==> config.mk <==
export PLATFORM = sky130hd
export DESIGN_NAME = butterfly2_stream
export DESIGN_NICKNAME = d
export VERILOG_FILES = /design/src/rtl/butterfly2_stream_pkg.sv /design/src/rtl/butterfly2_stream_cmul.sv /design/src/rtl/butterfly2_stream.sv
export SDC_FILE = /design/constraint.sdc
export NUM_CORES = 2
export LEC_CHECK = 0
export BUFFER_PORTS_ARGS = -buffer_cell sky130_fd_sc_hd__buf_4
export CORE_ASPECT_RATIO = 0.75
export CORE_MARGIN = 2
export CORE_UTILIZATION = 60
export CTS_CLUSTER_DIAMETER = 200
export DETAILED_ROUTE_END_ITERATION = 7
export PLACE_DENSITY = 0.77
export SYNTH_ARGS = -nofsm -noshare
export SYNTH_HDL_FRONTEND = slang
export SYNTH_SLANG_ARGS = --single-unit
==> constraint.sdc <==
create_clock -name i_clk -period 19.78 [get_ports i_clk]
set_clock_uncertainty 0.15 [all_clocks]
set_input_delay 4.945 -clock i_clk [delete_from_list [all_inputs] [get_ports i_clk]]
set_output_delay 4.945 -clock i_clk [all_outputs]
set_load 0.03 [all_outputs]
==> src/rtl/butterfly2_stream_pkg.sv <==
// butterfly2_stream_pkg: pipeline latency, intermediate width (N+2), round-half-up and saturate helpers
package butterfly2_stream_pkg;
  localparam int LATENCY = 3;
  function automatic int iw(input int n);
    return n + 2;
  endfunction
  function automatic logic signed [63:0] rnd(input logic signed [63:0] x, input int q);
    return (x + (64'sd1 <<< (q - 1))) >>> q;
  endfunction
  function automatic logic signed [63:0] sat(input logic signed [63:0] x, input int n);
    logic signed [63:0] hi, lo;
    hi = (64'sd1 <<< (n - 1)) - 64'sd1;
    lo = -(64'sd1 <<< (n - 1));
    return x > hi ? hi : x < lo ? lo : x;
  endfunction
endpackage

==> src/rtl/butterfly2_stream_cmul.sv <==
// cmul_round: 2-stage t = b*W (conj(W) if i_conj) rounded to Q fraction bits; in i_clk,i_en,i_conj,i_b_*,i_w_*; out o_t_* (N+2 bits)
module cmul_round
  import butterfly2_stream_pkg::*;
#(
  parameter int N = 16,
  parameter int Q = 8
) (
  input  logic             i_clk,
  input  logic             i_en,
  input  logic             i_conj,
  input  logic [N-1:0]     i_b_re,
  input  logic [N-1:0]     i_b_im,
  input  logic [N-1:0]     i_w_re,
  input  logic [N-1:0]     i_w_im,
  output logic [iw(N)-1:0] o_t_re,
  output logic [iw(N)-1:0] o_t_im
);
  localparam int M = 2 * N;
  localparam int P = 2 * N + 1;
  localparam int W = iw(N);
  logic signed [M-1:0] rr_q, ii_q, ri_q, ir_q;
  logic conj_q;
  logic signed [P-1:0] re_d, im_d;
  always_comb begin
    re_d = conj_q ? P'(rr_q) + P'(ii_q) : P'(rr_q) - P'(ii_q);
    im_d = conj_q ? P'(ir_q) - P'(ri_q) : P'(ri_q) + P'(ir_q);
  end
  always_ff @(posedge i_clk)
    if (i_en) begin
      rr_q <= M'($signed(i_b_re)) * M'($signed(i_w_re));
      ii_q <= M'($signed(i_b_im)) * M'($signed(i_w_im));
      ri_q <= M'($signed(i_b_re)) * M'($signed(i_w_im));
      ir_q <= M'($signed(i_b_im)) * M'($signed(i_w_re));
      conj_q <= i_conj;
      o_t_re <= W'(rnd(64'(re_d), Q));
      o_t_im <= W'(rnd(64'(im_d), Q));
    end
endmodule

==> src/rtl/butterfly2_stream.sv <==
// butterfly2_stream: 3-stage radix-2 butterfly a+/-b*W with valid/ready, optional conj/scale, saturation and sticky o_ovf
module butterfly2_stream
  import butterfly2_stream_pkg::*;
#(
  parameter int N = 16,
  parameter int Q = 8
) (
  input  logic         i_clk,
  input  logic         i_rst,
  input  logic         i_valid,
  output logic         o_ready,
  input  logic [N-1:0] i_in0_re,
  input  logic [N-1:0] i_in0_im,
  input  logic [N-1:0] i_in1_re,
  input  logic [N-1:0] i_in1_im,
  input  logic [N-1:0] i_twiddle_re,
  input  logic [N-1:0] i_twiddle_im,
  input  logic         i_conj,
  input  logic         i_scale,
  output logic         o_valid,
  input  logic         i_out_ready,
  output logic [N-1:0] o_out0_re,
  output logic [N-1:0] o_out0_im,
  output logic [N-1:0] o_out1_re,
  output logic [N-1:0] o_out1_im,
  output logic         o_ovf,
  input  logic         i_ovf_clr
);
  localparam int W = iw(N);
  logic en;
  logic v1_q, v2_q, s1_q, s2_q, clip_q;
  logic [N-1:0] a1_re_q, a1_im_q, a2_re_q, a2_im_q;
  logic [W-1:0] t_re, t_im;
  logic signed [W-1:0] sum_d [4];
  logic signed [63:0] sc_d [4];
  logic signed [63:0] r_d [4];
  logic [3:0] clip_d;
  assign en = !o_valid || i_out_ready;
  assign o_ready = en;
  cmul_round #(.N(N), .Q(Q)) u_cmul (
    .i_clk (i_clk),
    .i_en  (en),
    .i_conj(i_conj),
    .i_b_re(i_in1_re),
    .i_b_im(i_in1_im),
    .i_w_re(i_twiddle_re),
    .i_w_im(i_twiddle_im),
    .o_t_re(t_re),
    .o_t_im(t_im)
  );
  always_comb begin
    sum_d[0] = W'($signed(a2_re_q)) + $signed(t_re);
    sum_d[1] = W'($signed(a2_im_q)) + $signed(t_im);
    sum_d[2] = W'($signed(a2_re_q)) - $signed(t_re);
    sum_d[3] = W'($signed(a2_im_q)) - $signed(t_im);
    for (int k = 0; k < 4; k++) begin
      sc_d[k] = s2_q ? rnd(64'(sum_d[k]), 1) : 64'(sum_d[k]);
      r_d[k] = sat(sc_d[k], N);
      clip_d[k] = r_d[k] != sc_d[k];
    end
  end
  always_ff @(posedge i_clk) begin
    if (i_rst) {v1_q, v2_q, o_valid} <= '0;
    else if (en) {v1_q, v2_q, o_valid} <= {i_valid, v1_q, v2_q};
    if (en) begin
      a1_re_q <= i_in0_re;
      a1_im_q <= i_in0_im;
      s1_q <= i_scale;
      a2_re_q <= a1_re_q;
      a2_im_q <= a1_im_q;
      s2_q <= s1_q;
      o_out0_re <= N'(r_d[0]);
      o_out0_im <= N'(r_d[1]);
      o_out1_re <= N'(r_d[2]);
      o_out1_im <= N'(r_d[3]);
      clip_q <= |clip_d;
    end
    o_ovf <= !i_rst && ((o_valid && i_out_ready && clip_q) || (o_ovf && !i_ovf_clr));
  end
endmodule

## Yosys cells after proc, flatten, opt, wreduce, memory -nomap -nowiden

Cells that the tools add are included.

- Bits in registers: 276
- Input port bits: 103
- Output and inout port bits: 67
- Word-level logic and storage cells: 76

- Add/sub/neg operators: 14
- $mul: 4
- Order comparisons: 8
- Equality and inequality tests: 4
- Mux-type cells: 14
- Reductions and logical operators: 10

Operators with widths:

| cell | count |
|---|---|
| $mux W64 | 12 |
| $gt A64 B16 Y1 const B | 4 |
| $lt A64 B16 Y1 const B | 4 |
| $ne A64 B64 Y1 | 4 |
| $mul A16 B16 Y26 | 4 |
| $add A18 B2 Y19 const B | 4 |
| $add A26 B26 Y26 | 2 |
| $add A26 B9 Y26 const B | 2 |
| $mux W26 | 2 |
| $sub A26 B26 Y26 | 2 |
| $add A16 B18 Y18 | 2 |
| $sub A16 B18 Y18 | 2 |
| $logic_and A1 B1 Y1 | 4 |
| $reduce_or A4 Y1 | 1 |
| $logic_not A1 Y1 | 3 |
| $logic_or A1 B1 Y1 | 2 |

## Logic depth before layout (Yosys ltp)

- Depth after elaboration: 8
- Gate-level depth with buffers: 24
- Depth with buffers taken out: 23

## Cells and area by module

From an unflattened synthesis, not the netlist that was laid out.

- Cell total of the unflattened synthesis: 5810
- Area, all modules: 52661.8 sq um

By module, submodules not included:

| module | instances | cells each | area an instance (sq um) | seq. area each (sq um) |
|---|---|---|---|---|
| cmul_round | 1 | 4575 | 41611.2 | 4234.1 |
| butterfly2_stream | 1 | 1235 | 11050.6 | 4013.8 |

## Worst setup path after synthesis

No wires, ideal clock.

- Kind: input port to output port
- From: input port i_out_ready
- To: output port o_ready
- Arrival time: 11.744 ns
- Data required time: 14.685 ns
- Path slack: 2.941 ns
- Stages on the path: 1
- Path buffers: 0
- Cells stage by stage: nand2b_1

- Cells in the longest elaborated chain, start to end: 1

RTL lines:

| element | RTL line | text |
|---|---|---|
| start: declaration | butterfly2_stream.sv:21 | `input logic i_out_ready,` |
| $logic_or A1 B1 Y1 | butterfly2_stream.sv:38 | `assign en = !o_valid \|\| i_out_ready;` |
| end: declaration | butterfly2_stream.sv:11 | `output logic o_ready,` |

No other way between the ends.

## Worst setup path in the final report

Same ends and word-level chain as after synthesis.

==> out/results.tsv <==
metric	value	unit
status	complete, but fails checks	
violated checks	DRC	
Syn Area/Cell	9.20	µm²
worst path arrival time	5.91	ns
clk slew on worst S/H paths	0.07	ns
CP required	14.69	ns
Die ar.	0.0887	mm²
Routed WL	124000	µm
Critical Path Max Stage Delay	0.59	ns
post-synthesis cell type count	108	
Mapped Area	0.0518	mm²
crit share post-route	55.7	%
Worst setup EP type	output pin	
Core Box Area	0.0856	mm²
leading area contributor after synthesis	fa_1	
register area	0.00825	mm²
clk buf depth	3	
Die H	258	µm
largest net degree at the start of global routing	176	
most common cell in the netlist	inv_1	
Iter 0 DRT Violations	2859	
initial antenna violation count	1	
Async SR Flop Fraction	0	%
Multi-input gate area	0.0384	mm²
first-pass GRT wire length	203000	µm
Crit Path Class	in2out	
CTS tree	done	
Placed Instance Area	0.0536	mm²
mean number of vias per cell	5.68	
Max Cap Violations	0	
CTS Buf Count	34	
worst-skew pair later-pin latency	0.58	ns
H-tree depth	2	
CP max-delay cell	nand2b_4	
fillers	6979	
drt drc	2	
CTS Root Cell	clkbuf_16	
area share of the largest cell type after synthesis	32.5	%
ys flop type	edfxtp_1	
Place WS	8.32	ns
final setup TNS	0	ns
fmax	90.8	MHz
Yosys Warn Count	0	
cell area after layout	0.0547	mm²
ANT nets after route	0	
final setup fails	0	
R2R setup slack	13.86	ns
initial core utilization	60.5	%
HPWL after DPL	95400	µm
Area Overhead vs Synth	5.59	%
I/O pins	170	
WL/cell	18.4	µm
EDFF count, synth	272	
share of layout cells above drive strength 1	5.27	%
first drt pass iteration count	8	
synth cell count leaders	1119 x inv_1, 840 x fa_1, 626 x nand2_1	
Tmin final	11.01	ns
synthesized net count	6999	
hold buffers post-CTS	0	
Port Buffer Count	169	
Horiz. Die Dim	343	µm
fin worst setup slack	8.77	ns
Fin. Hold Viols	0	
vias in the first global route	38818	
Worst Max-Slew Pin Slew	1.05	ns
CP dominant cell by count	buf_4	
RSZ-0062 raised after global routing	no	
Synth area leaders	fa_1 32%, edfxtp_1 16%, ha_1 10%	
max-slew violations	0	
# nets final	6963	
post-synthesis sequential area ratio	15.9	%
placer congestion estimate	0.908	
floorplan row count	93	
CTS sink count	276	
Worst slew margin	29.7	%
GRT Resource Usage Total	28.6	%
DR vias	38380	
Crit Path Max Fanout	51	
CTS resizes	0	
Tightest Hold Check Type	reg2reg	
gr ovfl total	0	
Syn Inst Count	5632	
Yosys reg bits	276	
CP Cell Sequence	buf_4, nand2b_4, buf_4	
Worst Setup Start Kind	input port	
number of setup buffers added after CTS	0	
-- cell usage in the layout, fill, tap and decap left out, types with 164 or more instances in the layout --
master,count
inv_1,1119
a21oi_1,164
ha_1,424
buf_4,174
nand2_1,626
fa_1,840
and2_1,440
edfxtp_1,272
xnor2_1,236
nor2_1,200
-- final timing paths --
| path | from | to | cells past startpoint |
|---|---|---|---|
| worst max-delay path | i_out_ready | o_ready | 3 |
| worst min-delay path | a1_im_q[15]$_DFFE_PP_ | a2_im_q[15]$_DFFE_PP_ | 0 |
| worst max register to register | u_cmul.ri_q[2]$_DFFE_PP_ | u_cmul.o_t_im[16]$_DFFE_PP_ | 18 |
| worst min register to register | a1_im_q[15]$_DFFE_PP_ | a2_im_q[15]$_DFFE_PP_ | 0 |
-- per-layer routing --
metal | GRT usage [%] | routed length, µm | vias up
met1 | 40.9 | 53800 | 19008
met2 | 45.7 | 57000 | 1482
met4 | 7.76 | 3460 | 0
met3 | 4.58 | 10100 | 190
met5 | 0 | 0 | -
li1 | - | - | 17700
-- registers in the layout (all words and copies together), names as in the netlist, 18 cells and up --
| register | count |
|---|---|
| u_cmul.ii_q | 26 |
| u_cmul.ir_q | 26 |
| u_cmul.ri_q | 26 |
| u_cmul.rr_q | 26 |
| u_cmul.o_t_im | 18 |
| u_cmul.o_t_re | 18 |
-- stage by stage --
stage | util [%] | hold WS, ns | std cells
6_report | 63.9 | 0.256 | 6761
5_1_grt | 63.9 | 0.272 | 6760
4_1_cts | 63.9 | 0.253 | 6760
3_5_place_dp | 62.6 | 0.255 | 6700
3_3_place_gp | 62.6 | 0.252 | 6700
2_1_floorplan | - | 0.250 | 5632
-- area by class of cell --
class                      instances  area share, %
multi-input combinational       3989           70.2
sequential                       276           15.1
inverter                        1120           7.69
tap                             1140           2.61
timing repair buffer             175           2.42
clock buffer                      37           1.58
clock inverter                    23          0.435
antenna                            1        0.00458
-- cells by family after synthesis --
logic type                 share of synthesized area (%)
buffers and inverters                               9.98
AOI/OAI and AO/OA                                   8.88
xor gates and xnor gates                            5.56
DFF                                                 15.9
and+or+nand+nor                                     16.5
muxes                                              0.435
adders and majority gates                           42.7
-- worst max-delay path, delay by kind of cell --
family                 cells  cell delay, ns
AND/OR/NAND/NOR            1            0.59
buffers and inverters      2            0.36
Power is left out: the tool's default activity adds up to more than one toggle a clock period on the data nets, which glitch-free logic cannot reach.
